===== config.mk =====
export PLATFORM = sky130hd
export DESIGN_NAME = pipeline_ctrl
export DESIGN_NICKNAME = d
export VERILOG_FILES = /design/src/rtl/pipeline_ctrl_pkg.sv /design/src/rtl/pipeline_ctrl_load_use_detect.sv /design/src/rtl/pipeline_ctrl.sv
export SDC_FILE = /design/constraint.sdc
export NUM_CORES = 1
export LEC_CHECK = 0
export BUFFER_PORTS_ARGS = -buffer_cell sky130_fd_sc_hd__buf_2
export CAP_MARGIN = 20
export CELL_PAD_IN_SITES_DETAIL_PLACEMENT = 0
export CELL_PAD_IN_SITES_GLOBAL_PLACEMENT = 1
export CORE_MARGIN = 2
export CORE_UTILIZATION = 34
export CTS_CLUSTER_DIAMETER = 80
export DETAILED_ROUTE_END_ITERATION = 8
export PLACE_DENSITY_LB_ADDON = 0.12
export SYNTH_ARGS = -nofsm -noshare
export SYNTH_HDL_FRONTEND = slang
export SYNTH_HIERARCHICAL = 1
export SYNTH_SLANG_ARGS = --single-unit

===== constraint.sdc =====
create_clock -name clk -period 2 [get_ports clk]
set_input_delay 0.4 -clock clk [delete_from_list [all_inputs] [get_ports clk]]
set_output_delay 0.4 -clock clk [all_outputs]
set_load 0.05 [all_outputs]

===== src/rtl/pipeline_ctrl_pkg.sv =====
// pipeline_ctrl_pkg
// Shared types and constants for the pipeline hazard/stall controller.
//   ctrl_state_t : controller FSM states
//   REG_ADDR_W   : register-number width
//   CNT_W        : statistics counter width
//   sat_inc      : saturating increment for the statistics counters
package pipeline_ctrl_pkg;

  localparam int REG_ADDR_W = 4;
  localparam int CNT_W      = 16;

  typedef enum logic [1:0] {
    RUN        = 2'd0,
    MULTI_WAIT = 2'd1,
    HALT       = 2'd2
  } ctrl_state_t;

  // Counters stick at all-ones instead of wrapping.
  function automatic logic [CNT_W-1:0] sat_inc(input logic [CNT_W-1:0] value);
    return (value == {CNT_W{1'b1}}) ? value : value + 1'b1;
  endfunction

endpackage


===== src/rtl/pipeline_ctrl_load_use_detect.sv =====
// load_use_detect
// Pure comparator: flags a load in EXE whose destination is read by the
// instruction currently in ID.
//   id_rs1/id_rs2          in  source register numbers in ID
//   id_rs1_used/_rs2_used  in  ID instruction really reads that source
//   exe_rd                 in  destination register of the EXE instruction
//   exe_mem_read           in  EXE instruction is a load
//   load_use               out hazard present this cycle
module load_use_detect
  import pipeline_ctrl_pkg::*;
(
  input  logic [REG_ADDR_W-1:0] id_rs1,
  input  logic [REG_ADDR_W-1:0] id_rs2,
  input  logic                  id_rs1_used,
  input  logic                  id_rs2_used,
  input  logic [REG_ADDR_W-1:0] exe_rd,
  input  logic                  exe_mem_read,
  output logic                  load_use
);

  // R0 is compared like any other register; no zero-register exemption.
  assign load_use = exe_mem_read &&
                    ((id_rs1_used && (id_rs1 == exe_rd)) ||
                     (id_rs2_used && (id_rs2 == exe_rd)));

endmodule


===== src/rtl/pipeline_ctrl.sv =====
// pipeline_ctrl
// Hazard and stall controller for the five-stage pipeline. Drives the
// load enables / bubble flushes of the PC, IF/ID, ID/EXE and EXE/MEM
// registers, handles load-use, taken branch, multi-cycle EXE ops and HALT,
// freezes everything while data memory is busy, and keeps statistics.
//   clk, reset                    clock, synchronous active-high reset
//   id_rs1/2, id_rs1/2_used       ID-stage source operands
//   exe_rd, exe_mem_read          EXE-stage destination / load flag
//   exe_branch_taken, exe_halt    EXE-stage control events
//   exe_multi_start, multi_done   multi-cycle op handshake
//   mem_busy                      data memory not ready
//   resume                        leave HALT
//   pc_en .. exe_mem_en           register load enables
//   if_id_flush .. exe_mem_flush  load a NOP bubble
//   halted                        state is HALT
//   mem_timeout_err               sticky memory-timeout flag
//   stall_cnt, flush_cnt          saturating statistics
module pipeline_ctrl
  import pipeline_ctrl_pkg::*;
#(
  parameter int MEM_TIMEOUT = 255
) (
  input  logic                  clk,
  input  logic                  reset,
  input  logic [REG_ADDR_W-1:0] id_rs1,
  input  logic [REG_ADDR_W-1:0] id_rs2,
  input  logic                  id_rs1_used,
  input  logic                  id_rs2_used,
  input  logic [REG_ADDR_W-1:0] exe_rd,
  input  logic                  exe_mem_read,
  input  logic                  exe_branch_taken,
  input  logic                  exe_halt,
  input  logic                  exe_multi_start,
  input  logic                  multi_done,
  input  logic                  mem_busy,
  input  logic                  resume,
  output logic                  pc_en,
  output logic                  if_id_en,
  output logic                  id_exe_en,
  output logic                  exe_mem_en,
  output logic                  if_id_flush,
  output logic                  id_exe_flush,
  output logic                  exe_mem_flush,
  output logic                  halted,
  output logic                  mem_timeout_err,
  output logic [CNT_W-1:0]      stall_cnt,
  output logic [CNT_W-1:0]      flush_cnt
);

  localparam int BUSY_W = $clog2(MEM_TIMEOUT + 1);
  localparam logic [BUSY_W-1:0] BUSY_MAX = BUSY_W'(MEM_TIMEOUT);

  ctrl_state_t       state_reg, state_next;
  logic [CNT_W-1:0]  stall_cnt_reg, flush_cnt_reg;
  logic [BUSY_W-1:0] busy_cnt_reg, busy_cnt_next;
  logic              timeout_reg;
  logic              stall_inc, flush_inc;
  logic              load_use;

  load_use_detect u_load_use_detect (
    .id_rs1       (id_rs1),
    .id_rs2       (id_rs2),
    .id_rs1_used  (id_rs1_used),
    .id_rs2_used  (id_rs2_used),
    .exe_rd       (exe_rd),
    .exe_mem_read (exe_mem_read),
    .load_use     (load_use)
  );

  // Next state, Mealy outputs and counter strobes.
  always_comb begin
    pc_en         = 1'b1;
    if_id_en      = 1'b1;
    id_exe_en     = 1'b1;
    exe_mem_en    = 1'b1;
    if_id_flush   = 1'b0;
    id_exe_flush  = 1'b0;
    exe_mem_flush = 1'b0;
    state_next    = state_reg;
    stall_inc     = 1'b0;
    flush_inc     = 1'b0;

    if (reset || mem_busy) begin
      // Full freeze: nothing loads and nothing is bubbled; state holds.
      pc_en      = 1'b0;
      if_id_en   = 1'b0;
      id_exe_en  = 1'b0;
      exe_mem_en = 1'b0;
      stall_inc  = !reset;
    end else begin
      case (state_reg)
        RUN: begin
          if (exe_branch_taken) begin
            if_id_flush  = 1'b1;
            id_exe_flush = 1'b1;
            flush_inc    = 1'b1;
          end else if (exe_halt) begin
            // HALT moves on to MEM; younger instructions are held.
            pc_en        = 1'b0;
            if_id_en     = 1'b0;
            id_exe_flush = 1'b1;
            stall_inc    = 1'b1;
            state_next   = HALT;
          end else if (exe_multi_start) begin
            // Multi-cycle op stays in EXE; MEM gets bubbles meanwhile.
            pc_en         = 1'b0;
            if_id_en      = 1'b0;
            id_exe_en     = 1'b0;
            exe_mem_flush = 1'b1;
            stall_inc     = 1'b1;
            state_next    = MULTI_WAIT;
          end else if (load_use) begin
            // One bubble: the load reaches MEM on this edge.
            pc_en        = 1'b0;
            if_id_en     = 1'b0;
            id_exe_flush = 1'b1;
            stall_inc    = 1'b1;
          end
        end
        MULTI_WAIT: begin
          if (multi_done) begin
            state_next = RUN;
          end else begin
            pc_en         = 1'b0;
            if_id_en      = 1'b0;
            id_exe_en     = 1'b0;
            exe_mem_flush = 1'b1;
            stall_inc     = 1'b1;
          end
        end
        HALT: begin
          // Front end frozen, back end drains; not counted as a stall.
          pc_en        = 1'b0;
          if_id_en     = 1'b0;
          id_exe_flush = 1'b1;
          if (resume) begin
            state_next = RUN;
          end
        end
        default: begin
          state_next = RUN;
        end
      endcase
    end
  end

  // Consecutive-busy counter, saturating at the timeout threshold.
  always_comb begin
    busy_cnt_next = '0;
    if (mem_busy) begin
      busy_cnt_next = (busy_cnt_reg == BUSY_MAX) ? busy_cnt_reg : busy_cnt_reg + 1'b1;
    end
  end

  always_ff @(posedge clk) begin
    if (reset) begin
      state_reg     <= RUN;
      stall_cnt_reg <= '0;
      flush_cnt_reg <= '0;
      busy_cnt_reg  <= '0;
      timeout_reg   <= 1'b0;
    end else begin
      state_reg    <= state_next;
      busy_cnt_reg <= busy_cnt_next;
      if (stall_inc) begin
        stall_cnt_reg <= sat_inc(stall_cnt_reg);
      end
      if (flush_inc) begin
        flush_cnt_reg <= sat_inc(flush_cnt_reg);
      end
      // The error registers on the same edge the busy run hits the threshold.
      if (busy_cnt_next == BUSY_MAX) begin
        timeout_reg <= 1'b1;
      end
    end
  end

  assign halted          = (state_reg == HALT) && !reset;
  assign mem_timeout_err = timeout_reg;
  assign stall_cnt       = stall_cnt_reg;
  assign flush_cnt       = flush_cnt_reg;

endmodule


# Word level (Yosys, flattened, before mapping)
# Cells that the tools add are included.
# totals
reg_bits	43
latchBits	0
ram_bits	0
mem_bits_ro	0
input_bits	23
output_inout_bits	41
word_cells	75
memories	0
# op_classes
n_addsub	3
n_mul	0
n_div	0
magnitude_cmp	0
n_eq_ne	12
shift	0
mux	41
bitwise_logic	3
reduce_logical	11
# op_table
op	count
16-bit by 1-bit adder with 16-bit output (second input constant)	2
16-bit equality test (second input constant)	2
1-bit two-way mux	28
8-bit equality test (second input constant)	2
8-bit two-way mux	2
2-bit two-way mux	5
8-bit by 1-bit adder with 8-bit output (second input constant)	1
4-bit equality test	2
1-bit one-hot mux with 2 select lines	4
2-bit inequality test (second input constant)	3
2-bit one-hot mux with 3 select lines	1
5-bit AND reduction	1
1-bit logical AND	4
2-bit AND reduction	2
3-bit inequality test (second input constant)	1
1-bit inverter	3
1-bit one-hot mux with 3 select lines	1
2-bit by 1-bit equality test with 1-bit output (second input constant)	1
2-bit equality test (second input constant)	1
2-bit zero test	1
1-bit logical OR	2
1-bit zero test	1

# Depth between registers and ports, before layout
# depth
depth_word	11
mapped_depth	10
mapped_depth_nobuf	9

# By module
# Netlist, hierarchy kept.
# modules_own_cells
module	instances	cells_per_inst	area_per_inst_um2	seq_area_each_um2
pipeline_ctrl	1	285	2257.2	860.8
load_use_detect	1	12	102.6	0.0

# Least setup slack after synthesis
# OpenSTA, ideal clock, no wires.
# synth_timing
path_type	in2out
startpoint	input exe_branch_taken
endpoint	output exe_mem_flush
t_arrival_ps	3242
t_required_ps	1600
setup_slack_ps	-1642
stages	4
n_path_buf	1
path_cell_list	clkbuf_2 nor2_1 nand3b_1 a2111oi_0
# synth_between
elab_chain_cells	3
# synth_rtl
item	line_no	text
start: declaration	pipeline_ctrl.sv:31	input logic exe_branch_taken,
1-bit two-way mux	pipeline_ctrl.sv:93	if (exe_branch_taken) begin
1-bit one-hot mux with 2 select lines	pipeline_ctrl.sv:91	case (state_reg)
1-bit two-way mux	pipeline_ctrl.sv:83	if (reset || mem_busy) begin
end: declaration	pipeline_ctrl.sv:43	output logic exe_mem_flush,
# Every way passes these cells.

# Worst setup path in the final report
# layout_timing
startpoint	input exe_rd[3]
endpoint	output id_exe_flush
# layout_between
elab_chain_cells	10
elab_cells_between_ends	12
classes_between	eq/ne: 2; mux: 6; reduce/logical: 4
# layout_rtl
item	line_no	text
start: declaration	pipeline_ctrl.sv:29	input logic [REG_ADDR_W-1:0] exe_rd,
4-bit equality test, on equally long branches	pipeline_ctrl_load_use_detect.sv:23, pipeline_ctrl_load_use_detect.sv:24	
1-bit logical AND, on equally long branches	pipeline_ctrl_load_use_detect.sv:23, pipeline_ctrl_load_use_detect.sv:24	
1-bit logical OR (*)	pipeline_ctrl_load_use_detect.sv:23	((id_rs1_used && (id_rs1 == exe_rd)) ||
1-bit logical AND (*)	pipeline_ctrl_load_use_detect.sv:22	assign load_use = exe_mem_read &&
named net load_use	pipeline_ctrl.sv:58	logic load_use;
1-bit two-way mux (*)	pipeline_ctrl.sv:112	end else if (load_use) begin
1-bit two-way mux (*)	pipeline_ctrl.sv:104	end else if (exe_multi_start) begin
1-bit two-way mux (*)	pipeline_ctrl.sv:97	end else if (exe_halt) begin
1-bit two-way mux (*)	pipeline_ctrl.sv:93	
1-bit one-hot mux with 2 select lines (*)	pipeline_ctrl.sv:91	
1-bit two-way mux (*)	pipeline_ctrl.sv:83	
end: declaration	pipeline_ctrl.sv:42	output logic id_exe_flush,
# Mark *: on every way through the listed nets, which the timed path passes. The rest lies on a longest branch.

==> qor.csv <==
stage,metric,value,unit
finish,final_area,3297,um^2
critical_path,slowest_delay,0.19,ns
placement,numPortBuffers,63,
detailed_routing,routed_wl,6222,um
worst_hold_path,hold_class,in -> reg,
sta,slew_viol_final,0,
sta,tns,-0.2770,ns
sta,setup_slack,-0.1041,ns
global_routing,grt_pass1_wl,9577,um
synth,ys_types,45,
detailed_routing,ant_nets,0,
detailed_routing,dr.first_iter.drc_count,99,
pwr,pwr-share-clk,38.3,%
finish,diodes,0,
cts,htreeDepth,2,
synth,synth_compound_area_share,12.73,%
sta,worst_slew_pin_slew,0.3341,ns
synth,synth-seq-area-share,36.48,%
pwr,finalPower,1.873,mW
floorplanning,rows,30,
global_routing,grt_max_degree,28,
finish,fillers,671,
pwr,p_leak,1.249,nW
sta,hold_violations,0,
synth,synth_fp_nets,323,
critical_path,cp_max_fo,2,
synth,syn_area,2360,um^2
synth,synth_top_family_by_area,simple AND/OR/NAND/NOR gates,
detailed_routing,vias,2417,
synth,synth_ff_type,dfxtp_1,
finish,syn2layout_area_growth,39.71,%
synth,synth-seq-cells,43,
synth,synth_cells,297,
sta,slew_headroom,77.48,%
outcome,outcome,"finished, violations left",
global_routing,grtUsageMet1,21.59,%
job,max_cap_violations,0,
critical_path,slowest_stage,nor3_1,
synth,synth_xor_area_share,10.39,%
cts,clk_pin_slew_worst_paths,0.09,ns
floorplanning,coreArea,6756,um^2
detailed_routing,drt_first_pass_iters,4,
finish,layout_common_cells,"buf_2 (54), nor2_1 (40), dfxtp_1 (39)",
pwr,peakVddDrop,0.0002755,V
finish,final_cells,461,
finish,final_common_cell,buf_2,
global_routing,met3_usage,3.223,%
detailed_routing,drc,0,
placement,hpwl,4462,um
sta,setup_viol,7,
cts,cts_buffers,5,
finish,nNetsFinal,406,
critical_path,worstPathArrival,1.70,ns
global_routing,grt_pass1_vias,2091,
floorplanning,start_util,34.93,%
pwr,switching_share,26.32,%
global_routing,overflow,0,
pwr,p_seq_share,47.0,%
critical_path,worstPathCellList,"buf_2, xor2_1, nor3_1, nand4_1, o41ai_2, inv_1, o21ai_2, nor2_2, nor4_4, buf_6",
synth,synthSimpleGateAreaFrac,33.03,%
critical_path,critPathKind,in -> out,
floorplanning,dieArea,7623,um^2
critical_path,rrSetupSlack,0.14,ns
synth,synth.area.mux_share,1.750,%
global_routing,gr-usage-all-layers,15.55,%
cts,clock_latency,0.30,ns
pwr,p_per_area,568.1,nW/um^2
sta,finClkSkew,0.01136,ns
pwr,combPwrFrac,14.6,%
cts,clock-root-buffer,clkbuf_8,
synth,synth_adder_area_share,1.591,%
global_routing,antenna_found_initial,0,
synth,synth_edf_count,0,
synth,ys_warn_count,6,
synth,ys_async_sr_fraction,0,%
detailed_routing,via_per_inst,5.243,
sta,fmax,475.3,MHz
placement,dp_cells,450,
sta,period_share,105.2,%
cts,clock-sinks,43,
floorplanning,io_pins,64,
critical_path,cp-start-kind,input pin,
pwr,switchingPower,493.0,uW
floorplanning,fp.dieW,87.31,um
pwr,intPower,1.380,mW
cts,cts_tree,yes,
sta,finalCriticalPeriod,2.104,ns
placement,placed_area,2955,um^2
floorplanning,die_height,87.31,um
placement,gp_congestion,0.7911,
outcome,violations,negative setup slack,
cts,hold_buffers,0,
critical_path,cp-end-kind,output pin,
finish,layout-drive-gt1-share,34.12,%
detailed_routing,routedWlPerCell,13.50,um
synth,avgSynthCellArea,7.945,um^2
cts,cts.path.max_buffers,2,
sta,rsz0062_at_grt,yes,
critical_path,cp.required,1.60,ns
global_routing,use_met2,24.24,%
global_routing,grt-busiest-layer,met2,
[through the flow]
| stage | utilization, % | hold WS (ns) | setup WS, ns |
|---|---|---|---|
| 3_5_place_dp | 43.74 | 0.4617 | -0.3419 |
| 6_report | 48.80 | 0.4363 | -0.1041 |
| 5_1_grt | 48.80 | 0.4628 | -0.1615 |
| 2_1_floorplan | - | 0.4979 | -0.1269 |
| 3_3_place_gp | 43.74 | 0.4586 | -0.2956 |
| 4_1_cts | 46.93 | 0.4317 | -0.1046 |
[synthesized netlist by cell type, types with 8 or more instances]
cell,number,area [um^2]
xor2_1,15,131.4
a21oi_1,12,60.06
o21ai_0,9,45.04
inv_1,10,37.54
dfxtp_1,43,860.8
nand4_1,12,75.07
nand2_1,23,86.33
xnor2_1,13,113.9
nor2_1,44,165.2
nand3_1,17,85.08
clkbuf_1,8,30.03
nor3_1,16,80.08
[power by group through the flow]
stage,Combinational (mW),Sequential [mW],Clock [mW]
detailed placement,0.238,0.901,0
global route,0.294,0.884,0.770
global placement,0.237,0.901,0
CTS,0.260,0.881,0.736
floorplan,0.124,0.931,0
finish,0.274,0.881,0.718
[final cells by class]
cell class	count	area (um^2)	area share (%)
multi-input cells	231	1590	48.24
clock buffers	6	82.58	2.505
inverters	10	37.54	1.139
repair buffers	89	585.6	17.76
flip-flops and latches	43	865.8	26.26
clock inverters	2	35.03	1.063
well taps	80	100.1	3.036
[cells by family (layout without fill, tap and decap cells)]
logic type,Yosys count,after routing
muxes,4,4
DFF,43,43
xor gates and xnor gates,28,28
AOI/OAI and AO/OA,44,44
buffers and inverters,23,107
and+or+nand+nor,152,152
adders and majority gates,3,3
[worst paths after layout]
kind	start	to	cells after the start
max reg2reg	stall_cnt[6]	stall_cnt[9]	6
max	exe_rd[3]	id_exe_flush	10
min	exe_halt	state_reg[0]	3
min reg2reg	mem_timeout_err	mem_timeout_err	2
[routing by layer]
| layer | routed length, um | part of all wire, % |
|---|---|---|
| met5 | 0 | 0 |
| met4 | 46 | 0.74 |
| met3 | 342 | 5.5 |
| met2 | 2721 | 44 |
| met1 | 3111 | 50 |
[critical path: cells and delay by family]
kind	cells	cell delay, ns
and+or+nand+nor	4	0.52
xor gates and xnor gates	1	0.15
AOI/OAI and AO/OA	2	0.23
buffers and inverters	3	0.39
[repair_timing]
item / CTS / global route
endpoints found under the setup margin: 8 / 18
pin swaps: 6 / 11
hold endpoints to repair: 0 / 0
setup buffers: 1 / 2
gates resized for setup: 23 / 19
No activity file was read; power rests on OpenSTA's default activity.
